[config.mk]
export PLATFORM = sky130hd
export DESIGN_NAME = ibus_dbus_arbiter
export DESIGN_NICKNAME = d
export VERILOG_FILES = /design/src/rtl/ibus_dbus_arbiter_pkg.sv /design/src/rtl/ibus_dbus_arbiter.sv
export SDC_FILE = /design/constraint.sdc
export NUM_CORES = 1
export LEC_CHECK = 0
export BUFFER_PORTS_ARGS = -buffer_cell sky130_fd_sc_hd__clkbuf_2
export CAP_MARGIN = 10
export CORE_ASPECT_RATIO = 0.75
export CORE_MARGIN = 2
export CORE_UTILIZATION = 40
export CTS_BUF_LIST = sky130_fd_sc_hd__clkbuf_4 sky130_fd_sc_hd__clkbuf_8
export DETAILED_ROUTE_END_ITERATION = 7
export PLACE_DENSITY_LB_ADDON = 0.08
export SKIP_CTS_REPAIR_TIMING = 1
export SLEW_MARGIN = 20
export SYNTH_ARGS = -nofsm -noshare
export SYNTH_HDL_FRONTEND = slang
export SYNTH_SLANG_ARGS = --single-unit
[constraint.sdc]
create_clock -name clk -period 1.9 [get_ports clk]
set_input_delay 0.38 -clock clk [delete_from_list [all_inputs] [get_ports clk]]
set_output_delay 0.38 -clock clk [all_outputs]
set_load 0.01 [all_outputs]
[src/rtl/ibus_dbus_arbiter_pkg.sv]
// Shared defines for the IF/MEM bus arbiter: state encodings, stall-controller
// constants and default bus widths.
package ibus_dbus_arbiter_pkg;

  localparam int unsigned BusAddrW     = 32;
  localparam int unsigned BusDataW     = 32;
  localparam int unsigned MaxMemStreak = 4;

  // Stall-controller encodings shared with the rest of the pipeline
  localparam logic Stop      = 1'b1;
  localparam logic NoStop    = 1'b0;
  localparam logic RstEnable = 1'b1;

  typedef enum logic [1:0] {
    ArbIdle    = 2'd0,
    ArbBusyIf  = 2'd1,
    ArbBusyMem = 2'd2,
    ArbDrain   = 2'd3
  } arb_state_e;

endpackage

[src/rtl/ibus_dbus_arbiter.sv]
// Arbitrates the single Wishbone-style memory bus between instruction fetch and
// data access; MEM has priority, bounded by a streak limit so fetch cannot starve.
module ibus_dbus_arbiter
  import ibus_dbus_arbiter_pkg::*;
#(
  parameter int unsigned ADDR_W         = BusAddrW,
  parameter int unsigned DATA_W         = BusDataW,
  parameter int unsigned MAX_MEM_STREAK = MaxMemStreak
) (
  input  logic                clk,
  input  logic                rst,
  input  logic                flush,
  input  logic                if_req,
  input  logic [ADDR_W-1:0]   if_addr,
  output logic [DATA_W-1:0]   if_rdata,
  output logic                if_ack,
  output logic                stallreq_if,
  input  logic                mem_req,
  input  logic                mem_we,
  input  logic [ADDR_W-1:0]   mem_addr,
  input  logic [DATA_W-1:0]   mem_wdata,
  input  logic [DATA_W/8-1:0] mem_sel,
  output logic [DATA_W-1:0]   mem_rdata,
  output logic                mem_ack,
  output logic                stallreq_mem,
  output logic                bus_cyc,
  output logic                bus_stb,
  output logic                bus_we,
  output logic [ADDR_W-1:0]   bus_addr,
  output logic [DATA_W/8-1:0] bus_sel,
  output logic [DATA_W-1:0]   bus_wdata,
  input  logic [DATA_W-1:0]   bus_rdata,
  input  logic                bus_ack
);

  localparam int unsigned SelW    = DATA_W / 8;
  localparam int unsigned StreakW = $clog2(MAX_MEM_STREAK + 1);

  arb_state_e         state_q, state_d;
  logic [StreakW-1:0] streak_q, streak_d;

  logic              bus_cyc_d, bus_stb_d, bus_we_d;
  logic [ADDR_W-1:0] bus_addr_d;
  logic [SelW-1:0]   bus_sel_d;
  logic [DATA_W-1:0] bus_wdata_d;
  logic              if_ack_d, mem_ack_d;
  logic [DATA_W-1:0] if_rdata_d, mem_rdata_d;

  logic if_eligible;
  logic streak_full;

  assign if_eligible = if_req & ~flush;
  assign streak_full = (streak_q >= StreakW'(MAX_MEM_STREAK));

  // Stall requests follow the requester directly; forced to NoStop in reset
  assign stallreq_if  = (rst == RstEnable) ? NoStop : ((if_req  & ~if_ack)  ? Stop : NoStop);
  assign stallreq_mem = (rst == RstEnable) ? NoStop : ((mem_req & ~mem_ack) ? Stop : NoStop);

  // State and registered outputs
  always_ff @(posedge clk) begin
    if (rst == RstEnable) begin
      state_q   <= ArbIdle;
      streak_q  <= '0;
      bus_cyc   <= 1'b0;
      bus_stb   <= 1'b0;
      bus_we    <= 1'b0;
      bus_addr  <= '0;
      bus_sel   <= '0;
      bus_wdata <= '0;
      if_ack    <= 1'b0;
      mem_ack   <= 1'b0;
      if_rdata  <= '0;
      mem_rdata <= '0;
    end else begin
      state_q   <= state_d;
      streak_q  <= streak_d;
      bus_cyc   <= bus_cyc_d;
      bus_stb   <= bus_stb_d;
      bus_we    <= bus_we_d;
      bus_addr  <= bus_addr_d;
      bus_sel   <= bus_sel_d;
      bus_wdata <= bus_wdata_d;
      if_ack    <= if_ack_d;
      mem_ack   <= mem_ack_d;
      if_rdata  <= if_rdata_d;
      mem_rdata <= mem_rdata_d;
    end
  end

  // Next-state, arbitration and output values
  always_comb begin
    state_d     = state_q;
    streak_d    = streak_q;
    bus_cyc_d   = bus_cyc;
    bus_stb_d   = bus_stb;
    bus_we_d    = bus_we;
    bus_addr_d  = bus_addr;
    bus_sel_d   = bus_sel;
    bus_wdata_d = bus_wdata;
    if_ack_d    = 1'b0;
    mem_ack_d   = 1'b0;
    if_rdata_d  = if_rdata;
    mem_rdata_d = mem_rdata;

    case (state_q)
      ArbIdle: begin
        // The ack cycle still shows the finished request, so nothing is granted then
        if (!(if_ack || mem_ack)) begin
          if (mem_req && !(if_eligible && streak_full)) begin
            state_d     = ArbBusyMem;
            streak_d    = if_eligible ? (streak_q + StreakW'(1)) : '0;
            bus_cyc_d   = 1'b1;
            bus_stb_d   = 1'b1;
            bus_we_d    = mem_we;
            bus_addr_d  = mem_addr;
            bus_sel_d   = mem_sel;
            bus_wdata_d = mem_wdata;
          end else if (if_eligible) begin
            state_d     = ArbBusyIf;
            streak_d    = '0;
            bus_cyc_d   = 1'b1;
            bus_stb_d   = 1'b1;
            bus_we_d    = 1'b0;
            bus_addr_d  = if_addr;
            bus_sel_d   = '1;
            bus_wdata_d = '0;
          end
        end
      end
      ArbBusyIf: begin
        if (bus_ack) begin
          state_d   = ArbIdle;
          bus_cyc_d = 1'b0;
          bus_stb_d = 1'b0;
          if (!flush) begin
            if_ack_d   = 1'b1;
            if_rdata_d = bus_rdata;
          end
        end else if (flush) begin
          state_d = ArbDrain;
        end
      end
      ArbBusyMem: begin
        if (bus_ack) begin
          state_d     = ArbIdle;
          bus_cyc_d   = 1'b0;
          bus_stb_d   = 1'b0;
          mem_ack_d   = 1'b1;
          mem_rdata_d = bus_rdata;
        end
      end
      ArbDrain: begin
        // Flushed fetch still owns the bus; its data is dropped
        if (bus_ack) begin
          state_d   = ArbIdle;
          bus_cyc_d = 1'b0;
          bus_stb_d = 1'b0;
        end
      end
      default: state_d = ArbIdle;
    endcase
  end

endmodule
==> out/results.md <==
## Placed design
• estimated wirelength of the detail-placed design: 11.07 mm
• pre-CTS setup slack: 0.1193 ns
• routability congestion estimate from global placement: 0.8058
• port bufs: 277

## Layout
• Diodes inserted: 0
• layout filler cell count: 1257
• P&R area growth vs syn: 35.56%
• final core area utilization: 0.5552
• share of layout cells above drive strength 1: 0.3840
• most frequent cells in the layout: 276 x clkbuf_2, 165 x nand2_1, 141 x dfxtp_1, 102 x a21oi_1, 74 x nor2_1
• most common cell after layout, fill and taps aside: clkbuf_2
• final net count: 1028

## Clock network
• clock sink count: 141
• TritonCTS Buffers: 17
• Reg clk slew, reported paths: 0.08 ns
• master cell of the clock root buffer: clkbuf_8
• H-tree lvl count: 4
• TritonCTS clock tree: done
• maximum number of buffers from clock root to sink: 2
• clock network latency to the later pin of the worst-skew pair: 0.45 ns

## Die
• number of core rows: 36
• # IOs: 278
• core area: 0.01297 mm²
• die width: 137.1 µm
• Die Area: 0.01423 mm²
• starting density of the core: 0.4095
• Vert. Die Dim: 103.8 µm

## Logic synthesis
• top area cells in the synthesized netlist: dfxtp_1 53%, nand2_1 12%, a21oi_1 9.6%, nor2_1 5.2%, a22oi_1 4.7%
• share of the synthesized area in the top cell type: 0.5313
• post-synthesis sequential element count: 141
• number of unique standard cell types used by synthesis: 30
• count of mapped cells out of synthesis: 630
• Avg Inst Size Synth: 8.433 µm²
• most instantiated flip-flop cell in the synthesis netlist: dfxtp_1
• area of the mapped netlist: 0.005313 mm²
• sequential fraction of the synthesis area: 0.5313
• cell type with the highest aggregate area in the netlist: dfxtp_1
• Synth async-reset ratio: 0
• syn nets: 770
• count of flip-flops with a built-in enable after synthesis: 0
• number of warnings printed during yosys synthesis: 0

## Power and ir drop
• highest ir drop seen on vdd: 0.4783 mV
• relative contribution of sequential cells to total power: 0.481
• combinational share of power: 0.169
• P_int: 0.004865 W
• P per Cell Area: 940.4 mW/mm²
• part of the total power dissipated in the clock network: 0.349
• leakage power: 3.265 nW
• switching power as a share of total power: 0.2816
• net switching power: 0.001907 W

## Worst setup path
• critical path peak fanout: 54
• capture instance of the worst register-to-register path: bus_we$_SDFFE_PP0P_
• launch instance of the worst register-to-register path: state_q[1]$_SDFFE_PP0P_
• termination of the worst setup path: bus_we$_SDFFE_PP0P_
• Crit. End Element: register
• internal reg-to-reg setup slack: 0.16 ns
• CP Data Required Time: 2.21 ns
• arrival time worst endpoint: 2.05 ns
• worst r2r path cells: 5
• type of the worst setup path: reg -> reg
• CP Launch Type: register
• source of the critical timing path: state_q[1]$_SDFFE_PP0P_

## Routing
• detailed-routing iteration count for the pre-antenna-repair pass: 4
• remaining antenna violation count: 0
• violation count after the first detailed-routing iteration: 204
• total detailed-routing wirelength: 15.80 mm
• detailed-route via count: 5354
• per-cell via count in the routed design: 4.994
• wire length per cell after detailed routing: 14.74 µm
• count of unresolved DRC violations after routing: 0

## STA
• number of pins exceeding their max-slew limit in the final report: 0
• Layout Skew: 0.01302 ns
• upper clock frequency limit: 575.3 MHz
• worst relative slew slack: 0.6105
• minimum clock period: 1.738 ns
• post-route fraction of the period consumed by the critical path: 0.9149
• worst setup slack after layout: 0.1616 ns
• unrepaired setup endpoints after global routing: false
• setup total negative slack: 0 ns
• slew at the pin closest to its max-slew limit: 0.5843 ns
• total of endpoints with negative setup slack in the final report: 0
• final number of hold-violating endpoints: 0

## Global routing
• via count of the first global-routing pass: 5003
• wire length of the first global-routing pass: 24.56 mm
• All-Layer GR Usage: 0.2178
• remaining global-route overflow: 0
• maximum number of pins on one net before global-route repair: 110
• antenna violations before repair: 0

## Min path
• worst min-delay path category: in -> reg

## Status
• status: complete, no violations

## Flow run
• max-cap viol count: 0

==> Yosys cell counts, types with 9 or more instances <==
cell      number
buf_2         13
nor3_1         9
clkbuf_1      30
a211oi_2      16
a21oi_1      102
a211oi_1      16
nor2_1        74
nand2_1      165
a22oi_1       33
dfxtp_1      141
==> critical path, stage by stage, from the launching register on <==
cell and delay, ns:
dfxtp_1 0.40, nor4_4 0.42, o21ai_4 0.10, buf_4 0.31, a22oi_1 0.27, nor2_1 0.07
==> metal layers <==
layer  GRT usage  wire (µm)  vias up
li1            -          -     2640
met1      0.2597       6627     2484
met2      0.3579       7479      208
met3     0.07685       1400       22
met4     0.08247        294        0
met5           0          0        -
==> state kept, by name (all words and copies together), names as in the netlist <==
signal     flops
bus_addr      32
bus_sel        4
bus_stb        1
bus_wdata     32
bus_we         1
if_ack         1
if_rdata      32
mem_ack        1
mem_rdata     32
state_q        2
streak_q       3
==> layout make-up <==
class,count,area (µm²),share of cell area
inverter,1,3.754,0.0005212
multi-input combinational,435,2211,0.3070
sequential,141,2823,0.3919
tap,171,214.0,0.02971
clock buffer,21,270.3,0.03753
timing repair buffer,292,1564,0.2172
clock inverter,11,116.4,0.01616
==> power groups by stage <==
stage / Clock [W] / Sequential, W / Combinational, W
6_report: 0.00237 / 0.00326 / 0.00115
5_1_grt: 0.00257 / 0.00328 / 0.00127
4_1_cts: 0.00243 / 0.00326 / 0.00116
3_5_place_dp: 0 / 0.00333 / 0.00115
3_3_place_gp: 0 / 0.00332 / 0.00113
2_1_floorplan: 0 / 0.00340 / 0.000603
==> how the worst min path moves through the flow <==
stage                         startpoint                         to  slack [ns]  cells past startpoint
2_1_floorplan   streak_q[1]$_SDFFE_PP0P_   streak_q[1]$_SDFFE_PP0P_        0.44                      2
3_3_place_gp   mem_rdata[8]$_SDFFE_PP0P_  mem_rdata[8]$_SDFFE_PP0P_        0.44                      2
3_5_place_dp    if_rdata[4]$_SDFFE_PP0P_   if_rdata[4]$_SDFFE_PP0P_        0.45                      2
4_1_cts                     mem_addr[29]  bus_addr[29]$_SDFFE_PP0P_        0.13                      3
5_1_grt                     bus_rdata[8]  mem_rdata[8]$_SDFFE_PP0P_        0.13                      3
6_report                    mem_addr[10]  bus_addr[10]$_SDFFE_PP0P_        0.16                      3
==> stage by stage <==
step	cell area, µm²	power (W)	hold WS [ns]	std cells
2_1_floorplan	5313	0.004007	0.4356	630
6_report	7202	0.006772	0.1567	1072
5_1_grt	7202	0.007122	0.1347	1072
4_1_cts	7202	0.006850	0.1269	1072
3_5_place_dp	6815	0.004479	0.4459	1040
3_3_place_gp	6815	0.004447	0.4415	1040
==> cells by family (layout without fill, tap and decap cells) <==
group,count (synthesis),after routing,share of synthesized area
AND/OR/NAND/NOR,263,263,0.2007
AO/OA/AOI/OAI,171,171,0.2089
flip-flops,141,141,0.5313
buffers and inverters,54,325,0.05676
adder cells (fa/ha/maj),1,1,0.002355
Note: power is estimated with default switching activity, not from simulation.
